File: src/rtl/arbitro_pkg.sv
// arbitro_pkg -- shared types and helpers for the bus-ownership controller that
// sits behind the arbitro request arbiter.
//   N_DEV      : number of requesting devices
//   dev_vec_t  : one bit per device (requests, grants, acks, done strobes)
//   dev_idx_t  : encoded device index
//   estado_t   : ownership FSM states
//   grant_ok() : combinational consistency check of an arbiter grant
package arbitro_pkg;

  localparam int N_DEV = 4;

  typedef logic [N_DEV-1:0]         dev_vec_t;
  typedef logic [$clog2(N_DEV)-1:0] dev_idx_t;

  typedef enum logic [1:0] {
    IDLE = 2'd0,
    OWN  = 2'd1,
    GAP  = 2'd2
  } estado_t;

  // A grant is trusted only when the vector is one-hot, agrees with the encoded
  // index, and the granted device is actually requesting.
  function automatic logic grant_ok(input dev_vec_t grant,
                                    input dev_idx_t idx,
                                    input dev_vec_t req);
    logic one_hot;
    one_hot  = (grant != 4'b0000) && ((grant & (grant - 4'd1)) == 4'b0000);
    grant_ok = one_hot && grant[idx] && req[idx];
  endfunction

endpackage

File: src/rtl/contador_hold.sv
// contador_hold -- 8-bit saturating ownership-duration counter.
//   clk   : clock, rising edge
//   rst_n : synchronous active-low reset (count -> 0)
//   clr   : synchronous clear, wins over en
//   en    : count up by one, sticking at 255
//   count : current count
module contador_hold (
  input  logic       clk,
  input  logic       rst_n,
  input  logic       clr,
  input  logic       en,
  output logic [7:0] count
);

  logic [7:0] count_d;
  logic [7:0] count_q;

  // Next count: clear, saturating increment, or hold.
  always_comb begin
    count_d = count_q;
    if (clr) begin
      count_d = 8'd0;
    end else if (en && (count_q != 8'hFF)) begin
      count_d = count_q + 8'd1;
    end else begin
      count_d = count_q;
    end
  end

  // Count register with synchronous reset.
  always_ff @(posedge clk) begin
    if (!rst_n) begin
      count_q <= 8'd0;
    end else begin
      count_q <= count_d;
    end
  end

  assign count = count_q;

endmodule

File: src/rtl/controle_grant.sv
// controle_grant -- turns arbitro grants into registered bus ownership.
// A consistent grant seen in IDLE is latched into Ack/Owner_num; ownership is
// then frozen until the owner signals Done or drops its request, followed by a
// one-cycle GAP so consecutive owners are separated by at least two idle cycles.
// Build option: define CONTROLE_GRANT_TIMEOUT_EN to force release after
// MAX_HOLD ownership cycles (Timeout pulse); undefined, ownership is unbounded.
// Ports:
//   clk, rst_n          : clock, synchronous active-low reset
//   R                   : raw device requests
//   Av, Grant, Grant_num: arbiter grant presentation
//   Done                : per-device end-of-transfer strobe
//   Ack, Owner_num      : registered one-hot owner / owner index
//   Busy                : OWN or GAP
//   Timeout             : one-cycle pulse on forced release
//   Err                 : one-cycle pulse after an inconsistent grant in IDLE
module controle_grant
  import arbitro_pkg::*;
#(
  parameter int MAX_HOLD = 16
) (
  input  logic       clk,
  input  logic       rst_n,
  input  logic [3:0] R,
  input  logic       Av,
  input  logic [3:0] Grant,
  input  logic [1:0] Grant_num,
  input  logic [3:0] Done,
  output logic [3:0] Ack,
  output logic [1:0] Owner_num,
  output logic       Busy,
  output logic       Timeout,
  output logic       Err
);

  localparam logic [7:0] HOLD_LAST = 8'(MAX_HOLD - 1);

  estado_t  state_d,   state_q;
  dev_vec_t ack_d,     ack_q;
  dev_idx_t owner_d,   owner_q;
  logic     busy_d,    busy_q;
  logic     timeout_d, timeout_q;
  logic     err_d,     err_q;

  logic       hold_clr_s;
  logic       hold_en_s;
  logic [7:0] hold_cnt_s;
  logic       release_s;
  logic       timeout_hit_s;

  contador_hold u_hold (
    .clk   (clk),
    .rst_n (rst_n),
    .clr   (hold_clr_s),
    .en    (hold_en_s),
    .count (hold_cnt_s)
  );

  assign release_s = Done[owner_q] | ~R[owner_q];

`ifdef CONTROLE_GRANT_TIMEOUT_EN
  assign timeout_hit_s = (hold_cnt_s == HOLD_LAST);
`else
  // Counter keeps running but never forces a release in this build.
  logic unused_hold_s;
  assign unused_hold_s = ^{hold_cnt_s, HOLD_LAST};
  assign timeout_hit_s = 1'b0;
`endif

  // Next-state and registered-output values.
  always_comb begin
    state_d    = state_q;
    ack_d      = ack_q;
    owner_d    = owner_q;
    timeout_d  = 1'b0;
    err_d      = 1'b0;
    hold_clr_s = 1'b0;
    hold_en_s  = 1'b0;
    case (state_q)
      IDLE: begin
        ack_d = 4'b0000;
        if (Av) begin
          if (grant_ok(Grant, Grant_num, R)) begin
            state_d    = OWN;
            ack_d      = Grant;
            owner_d    = Grant_num;
            hold_clr_s = 1'b1;
          end else begin
            err_d = 1'b1;
          end
        end else begin
          state_d = IDLE;
        end
      end
      OWN: begin
        hold_en_s = 1'b1;
        // Owner release takes priority so a coincident timeout is not reported.
        if (release_s) begin
          state_d = GAP;
          ack_d   = 4'b0000;
        end else if (timeout_hit_s) begin
          state_d   = GAP;
          ack_d     = 4'b0000;
          timeout_d = 1'b1;
        end else begin
          state_d = OWN;
        end
      end
      GAP: begin
        state_d = IDLE;
        ack_d   = 4'b0000;
      end
      default: begin
        state_d = IDLE;
        ack_d   = 4'b0000;
      end
    endcase
    busy_d = (state_d != IDLE);
  end

  // State and output registers with synchronous reset.
  always_ff @(posedge clk) begin
    if (!rst_n) begin
      state_q   <= IDLE;
      ack_q     <= 4'b0000;
      owner_q   <= 2'd0;
      busy_q    <= 1'b0;
      timeout_q <= 1'b0;
      err_q     <= 1'b0;
    end else begin
      state_q   <= state_d;
      ack_q     <= ack_d;
      owner_q   <= owner_d;
      busy_q    <= busy_d;
      timeout_q <= timeout_d;
      err_q     <= err_d;
    end
  end

  assign Ack       = ack_q;
  assign Owner_num = owner_q;
  assign Busy      = busy_q;
  assign Timeout   = timeout_q;
  assign Err       = err_q;

endmodule

File: config.mk
export PLATFORM = sky130hd
export DESIGN_NAME = controle_grant
export DESIGN_NICKNAME = d
export VERILOG_FILES = /design/src/rtl/arbitro_pkg.sv /design/src/rtl/contador_hold.sv /design/src/rtl/controle_grant.sv
export SDC_FILE = /design/constraint.sdc
export NUM_CORES = 1
export LEC_CHECK = 0
export BUFFER_PORTS_ARGS = -buffer_cell sky130_fd_sc_hd__buf_2
export CAP_MARGIN = 25
export CORE_AREA = 10 10 47 49
export DETAILED_ROUTE_END_ITERATION = 12
export DIE_AREA = 0 0 57 59
export PLACE_DENSITY_LB_ADDON = 0.25
export SLEW_MARGIN = 0
export SYNTH_ARGS = -nofsm -noshare
export SYNTH_HDL_FRONTEND = slang
export SYNTH_SLANG_ARGS = --single-unit
File: constraint.sdc
create_clock -name clk -period 1.85 [get_ports clk]
set_input_delay 0.185 -clock clk [delete_from_list [all_inputs] [get_ports clk]]
set_output_delay 0.185 -clock clk [all_outputs]
set_load 0.005 [all_outputs]
[Word-level counts from Yosys, hierarchy flattened]
Cells that the tools add are included.
Word-level totals
  input bits: 17
  word-level logic and storage cells: 39
  output and inout port bits: 9
  register bits: 10
Cells by class
  mux-type cells: 17
  equal/unequal tests: 2
  $lt $le $gt $ge: 2
  add/subtract/negate cells: 1
  reduce and logical (&&, ||, !) cells: 9
  bitwise operators: 3
Operators by type and width (number)
  2-to-1 mux 4 bit: 3
  binary-select mux 1 bit (select 2 bit): 4
  one-hot mux 4 bit (2 select lines): 1
  less-than comparator 2 x 3 -> 1 bit (second input constant): 2
  2-to-1 mux 2 bit: 3
  AND reduction 3 bit: 2
  2-to-1 mux 1 bit: 5
  AND 4 bit: 1
  logical NOT 4 bit: 1
  one-hot mux 2 bit (2 select lines): 1
  nonzero test 4 bit: 1
  subtractor 4 x 1 -> 4 bit (second input constant): 1
  logical AND 1 bit: 3
  == test 2 x 1 -> 1 bit (second input constant): 1
  logical NOT 2 bit: 1
  inequality test 2 bit (second input constant): 1
  nonzero test 2 bit: 1
  inverter 1 bit: 1
  OR 1 bit: 1

[Longest topological paths before layout]
Gate-level depths: netlist of the first run.
  depth in word-level cells: 10
  depth in mapped cells: 4
  mapped depth without buffers: 4

[Worst setup path before layout of the first run]
OpenSTA, ideal clock, no wires.
  path kind: input to register
  start: in Grant[3]
  end: reg owner_q[0] (netlist: Owner_num[0])
  data required time: 1.778 ns
  path slack: 0.559 ns
  setup time: 0.072 ns
  buffers on the path: 0
  cell stages on the path: 4
  data arrival time: 1.220 ns
  cell sequence: nand2_1 mux4_2 nor3_4 mux2i_1
Between the ends
  word-level cells in the longest chain between the ends: 7
  elaborated cells between the ends (all ways): 10
  those cells by class: 1 x add/sub; 2 x mux; 1 x bitwise; 6 x reduce/logical
Ends and longest elaborated chain
  start: declaration: line controle_grant.sv:25  | input logic [3:0] Grant,
  subtractor 4 x 1 -> 4 bit: line arbitro_pkg.sv:27  | one_hot = (grant != 4'b0000) && ((grant & (grant - 4'd1)) == 4'b0000);
  AND 4 bit: line arbitro_pkg.sv:27
  logical NOT 4 bit: line arbitro_pkg.sv:27
  logical AND 1 bit: line arbitro_pkg.sv:27
  logical AND 1 bit * (2 in series): line arbitro_pkg.sv:28  | grant_ok = one_hot && grant[idx] && req[idx];
  AND reduction 3 bit (no line) *
  end signal: assignment: line controle_grant.sv:132  | owner_q <= owner_d;
  end: declaration: line controle_grant.sv:39  | dev_idx_t owner_d, owner_q;
Mark *: on every way between the ends. The rest lies on a longest branch, timed or not. The select of a mux whose other input is x is not followed.
A chain may end at the register's enable or synchronous reset.

[Final worst setup path of the first run]
  start: reg owner_q[0] (netlist: Owner_num[0])
  end: reg ack_q[2] (netlist: Ack[2])
Between the ends
  word-level cells in the longest chain between the ends: 5
  elaborated cells between the ends (all ways): 7
  those cells by class: 1 x eq/ne; 4 x mux; 2 x bitwise
Ends and longest elaborated chain
  binary-select mux 1 bit (select 2 bit): line controle_grant.sv:58  | assign release_s = Done[owner_q] | ~R[owner_q];
  2-to-1 mux 1 bit (not written as such): line controle_grant.sv:58
  inverter 1 bit: line controle_grant.sv:58
  OR 1 bit *: line controle_grant.sv:58
  inequality test 2 bit (no line) *
  end signal: assignment: line controle_grant.sv:131  | ack_q <= ack_d;
  end: declaration: line controle_grant.sv:38  | dev_vec_t ack_d, ack_q;
Marks and branches as above.

==> reports/metrics.cfg, run 1 <==
[global_routing]
grt_pass1_wl_um=2210
antenna_found_initial=0
track_usage_pct=8.05
grt-ovfl-total=0
grt_max_degree=13
grt_pass1_vias=510

[finish]
multi_input_area_sq_um=283
diodes=0
syn2layout_area_growth_pct=33.4
fill_cells=157
nNetsFinal=93
regArea_sq_um=200
final_cell_area_sq_um=659
final_layout_size_suffix_gt1_share_pct=46.7

[cts]
clockRootBuffer=clkbuf_4
clk_pin_slew_ns=0.07
hold_buffers=0
insertion_delay_ns=0.27
cts_tree=yes
post_cts_resized=0
cts.sinks=10
ctsLongestPathBuffers=2
cts_max_level=1
cts_buffers=3
post_cts_buffers=0

[floorplanning]
pin_count=26
start_util_pct=35.3
die_x_um=57
core_area_sq_um=1400
die_h_um=59
rows=14
dieArea_sq_um=3360

[synthesis]
yosys.area_share.simple_pct=25.6
synth.mux.area_fraction_pct=13.2
synth_fa_ha_area_share_pct=0
synth_xor_area_share_pct=1.77
synth_compound_gate_area_share_pct=15.9
netlist_area_sq_um=494
syn_nets=66
yosys_warnings=0
avgSynthCellArea_sq_um=10.1
netlist.area_leader.share_pct=40.5
ys_ff_latch=10
yosys.area.top_type=dfxtp_1
yosys-top-cells-area=dfxtp_1 (41%), a32o_2 (9.1%), mux4_2 (9.1%), nand2_1 (7.6%), nand2b_1 (5.1%)
yosysUniqueCellTypes=17
ys_seq_area_share_pct=40.5
synth_top_family_by_area=simple AND/OR/NAND/NOR gates
syn_inst=49

[timing]
fmax_mhz=712
hold_viol=0
timing.hold.ws_ns=0.185
finalCritPeriodShare_pct=75.9
setup_viol=0
skew_ns=0.00385
drv_slew=0
grt_setup_unrepaired=false
finalSetupTns_ns=0
fin_crit_ns=1.40

[worst_setup_path]
worstPathArrival_ns=1.62
worstPathMaxFanout=4
crit_path_end_kind=flip-flop
startpoint_type=flip-flop
critical_path_class=reg2reg
crit_required_ns=2.06

[place]
gp_congestion=0.773
hpwl_um=1070
placed_cell_area_sq_um=623
portBuffers=24

[drt]
route.antenna.remaining_nets=0
drc_errors=0
wl_met3_um=75
vias=467
drt-met1-wl_um=517
met2_wirelength_um=647
wirelength_um=1260
routed.top_layer=met4
drtPass1Iterations=2
wl_per_cell_um=13.8
drtIter0Drc=1
via_per_inst=5.13

[min_path]
hp-class=in2reg

[power_and_ir_drop]
ir_worst_vdd_v=0.000354
power_leakage_nw=0.318
powerDensity_nw_per_um2=729

[flow_run]
maxCapViolations=0

[outcome]
status=finished, final reports clean

-- state kept, by name, indices dropped and copies added (netlist names) --
| name | flops |
|---|---|
| state_q | 2 |
| Err | 1 |
| Ack | 4 |
| Owner_num | 2 |
| Busy | 1 |
-- where the power goes --
part           internal, mW  switching (mW)  total, mW
combinational        0.0307          0.0299     0.0606
sequential            0.219         0.00152      0.220
clock                 0.119          0.0798      0.199
-- final cells by class --
type,instances,share of cell area (%)
Multi-Input combinational cell,37,42.9
Sequential cell,10,30.4
Timing Repair Buffer,24,18.2
Clock buffer,4,5.50
Tap cell,16,3.04
-- routing by layer --
metal  vias to the layer above  track usage [%]
met5                         -                0
met4                         0             3.02
met3                         2             3.43
met2                        12             13.8
met1                       224             8.60
li1                        229                -
-- synthesized netlist by cell type, drive strengths merged --
master / number
a211oi: 1
a32o: 4
buf: 1
clkbuf: 1
conb: 1
dfxtp: 10
mux2i: 2
mux4: 2
nand2: 10
nand2b: 4
nor2: 3
nor2b: 3
nor3: 1
nor4b: 2
o2111a: 1
o21a: 2
xor2: 1
-- layout by cell type (no fill, tap or decap) --
master | Yosys | layout
a211oi_1 | 1 | 1
nand2b_1 | 4 | 4
nand2_1 | 10 | 10
mux2i_1 | 2 | 2
nor2b_1 | 3 | 3
clkbuf_8 | 0 | 1
nor4b_1 | 2 | 2
conb_1 | 1 | 1
clkbuf_4 | 0 | 3
o2111a_1 | 1 | 1
mux4_2 | 2 | 2
xor2_1 | 1 | 1
dfxtp_1 | 10 | 10
nor2_1 | 3 | 3
buf_2 | 0 | 24
o21a_1 | 2 | 2
nor3_4 | 1 | 1
a32o_2 | 4 | 4
-- logic make-up (layout without fill, tap and decap cells) --
family / count (synthesis) / in the layout
and+or+nand+nor: 23 / 23
DFF: 10 / 10
AOI/OAI and AO/OA: 8 / 8
muxes: 4 / 4
buffers and inverters: 2 / 28
other: 1 / 1
xor gates and xnor gates: 1 / 1
-- through the flow --
step	setup slack, ns	total power [mW]	utilization (%)	std cells
final	0.446	0.480	47.1	91
after CTS	0.428	0.488	47.1	91
after global placement	0.285	0.286	44.5	87
after floorplan	0.559	0.258	-	49
after global routing	0.376	0.509	47.1	91
after detailed placement	0.261	0.287	44.5	87
-- critical path: stages (launching register included) --
cell and delay [ns]:
dfxtp_1 0.37, mux4_2 0.54, nor2_1 0.27, a32o_2 0.17
-- path summary, 6_finish.rpt --
check / start / end / slack [ns] / cells after the start
hold reg to reg: Ack[0]$_SDFFE_PN0P_ / Ack[0]$_SDFFE_PN0P_ / 0.47 / 1
setup reg to reg: Owner_num[0]$_SDFFE_PN0P_ / Ack[2]$_SDFFE_PN0P_ / 0.45 / 3
setup / recovery: Owner_num[0]$_SDFFE_PN0P_ / Ack[2]$_SDFFE_PN0P_ / 0.45 / 3
hold / removal: Grant_num[1] / Owner_num[1]$_SDFFE_PN0P_ / 0.19 / 3
Power figures use the tool's default switching activity.
==> run 2: changes to the inputs <==
==> constraint.sdc (replaced) <==
create_clock -name clk -period 1.3 [get_ports clk]
set_input_delay 0.13 -clock clk [delete_from_list [all_inputs] [get_ports clk]]
set_output_delay 0.13 -clock clk [all_outputs]
set_load 0.005 [all_outputs]
==> reports/metrics.cfg, run 2 (synthesized netlist as in run 1, its figures left out) <==
[timing]
drv_slew=0  ; unchanged
setup_viol=0  ; unchanged
skew_ns=0.000646  ; was 0.00385 ns
fmax_mhz=783  ; was 712 MHz
hold_viol=0  ; unchanged
fin_crit_ns=1.28  ; was 1.40 ns
grt_setup_unrepaired=true  ; was false
finalSetupTns_ns=0  ; unchanged
finalCritPeriodShare_pct=98.3  ; was 75.9%

[worst_setup_path]
worstPathMaxFanout=2  ; was 4
critical_path_class=reg2reg  ; unchanged
crit_required_ns=1.52  ; was 2.06 ns
crit_path_end_kind=flip-flop  ; unchanged
startpoint_type=flip-flop  ; unchanged
worstPathArrival_ns=1.50  ; was 1.62 ns

[cts]
clk_pin_slew_ns=0.07  ; about the same
ctsLongestPathBuffers=2  ; unchanged
cts.sinks=10  ; unchanged
clockRootBuffer=clkbuf_4  ; unchanged
cts_tree=yes  ; unchanged
cts_max_level=1  ; unchanged
cts_buffers=3  ; unchanged
insertion_delay_ns=0.27  ; about the same

[floorplanning]
core_area_sq_um=1400  ; unchanged
rows=14  ; unchanged
start_util_pct=35.3  ; unchanged
die_h_um=59  ; unchanged
dieArea_sq_um=3360  ; unchanged
pin_count=26  ; unchanged
die_x_um=57  ; unchanged

[place]
portBuffers=24  ; unchanged
placed_cell_area_sq_um=668  ; was 623 sq um
gp_congestion=0.727  ; was 0.773
hpwl_um=1120  ; was 1070 um

[finish]
multi_input_area_sq_um=298  ; was 283 sq um
largest_register_ffs=4  ; unchanged
mostFrequentLayoutCells=buf_2 (24), nand2_1 (10), dfxtp_1 (9), buf_4 (5)  ; was buf_2 (24), dfxtp_1 (10), nand2_1 (10), nand2b_1 (4), a32o_2 (4)
final_cell_area_sq_um=724  ; was 659 sq um
syn2layout_area_growth_pct=46.6  ; was 33.4%
nNetsFinal=99  ; was 93
final_layout_size_suffix_gt1_share_pct=54.3  ; was 46.7%
diodes=0  ; unchanged
fill_cells=138  ; was 157
regArea_sq_um=201  ; was 200 sq um
layout_commonest_cell=buf_2  ; unchanged

[global_routing]
track_usage_pct=8.04  ; was 8.05%
antenna_found_initial=0  ; unchanged
busiest_layer=met2  ; unchanged
use_met1_pct=7.73  ; was 8.60%
grt-ovfl-total=0  ; unchanged
grt_pass1_vias=514  ; was 510
grt_use_met2_pct=14.6  ; was 13.8%
grt_pass1_wl_um=2150  ; was 2210 um
grtUsageMet3_pct=3.22  ; was 3.43%
grt_max_degree=13  ; unchanged

[drt]
wl_per_cell_um=13.6  ; was 13.8 um
drtPass1Iterations=3  ; was 2
via_per_inst=4.90  ; was 5.13
route.antenna.remaining_nets=0  ; unchanged
vias=475  ; was 467
drtIter0Drc=4  ; was 1
drc_errors=0  ; unchanged
wirelength_um=1320  ; was 1260 um

[flow_run]
maxCapViolations=0  ; unchanged

[power_and_ir_drop]
ir_worst_vdd_v=0.000593  ; was 0.000354 V
power_leakage_nw=0.350  ; was 0.318 nW
powerDensity_nw_per_um2=976  ; was 729 nW/um^2

[min_path]
hp-class=in2reg  ; unchanged

[outcome]
status=finished, final reports clean  ; unchanged

-- run 2: timing repair --
item	CTS	global route
setup buffers	0	0
setup endpoints to repair	5	5
hold buffers	0	0
pin swaps	0	1
resized for setup	2	4
-- run 2: power breakdown --
group          leakage (nW)  total (mW)  switching, mW  internal [mW]
clock                0.0210       0.290          0.119          0.170
sequential           0.0814       0.314        0.00213          0.312
combinational         0.247       0.104         0.0486         0.0551
total                 0.350       0.707          0.170          0.537
-- run 2: final timing paths --
path	from	endpoint	slack [ns]	cells after the start
worst max-delay path	Owner_num[0]$_SDFFE_PN0P_	state_q[0]$_SDFF_PN0_	0.02	4
worst min-delay path	Grant_num[1]	Owner_num[1]$_SDFFE_PN0P_	0.12	3
worst max register to register	Owner_num[0]$_SDFFE_PN0P_	state_q[0]$_SDFF_PN0_	0.02	4
worst min register to register	Ack[0]$_SDFFE_PN0P_	Ack[0]$_SDFFE_PN0P_	0.47	1
-- run 2: worst max-delay path, stage by stage, from the launching register on --
cell     delay, ns
dfxtp_2       0.35
mux4_2        0.55
buf_6         0.15
nor2b_4       0.08
o21a_1        0.10
-- run 2: through the flow --
step | power, mW | hold WS (ns) | util (%) | worst slack [ns] | cells
final | 0.707 | 0.125 | 51.7 | 0.0223 | 97
after global routing | 0.738 | 0.146 | 51.7 | -0.0369 | 97
after CTS | 0.715 | 0.121 | 50.5 | 0.00522 | 97
after detailed placement | 0.421 | 0.415 | 47.7 | -0.143 | 93
after global placement | 0.420 | 0.400 | 47.7 | -0.0961 | 93
after floorplan | 0.366 | 0.272 | - | 0.0225 | 49
-- run 2: layer usage --
metal,wire length (um),vias to the layer above
met5,0,-
met4,19,0
met3,92,2
met2,681,12
met1,520,220
li1,-,241
-- run 2: final cells by class --
type                            count  share of cell area [%]
Sequential cell                    10                    27.8
Clock buffer                        4                    5.01
Tap cell                           16                    2.76
Multi-Input combinational cell     37                    41.1
Timing Repair Buffer               30                    23.3
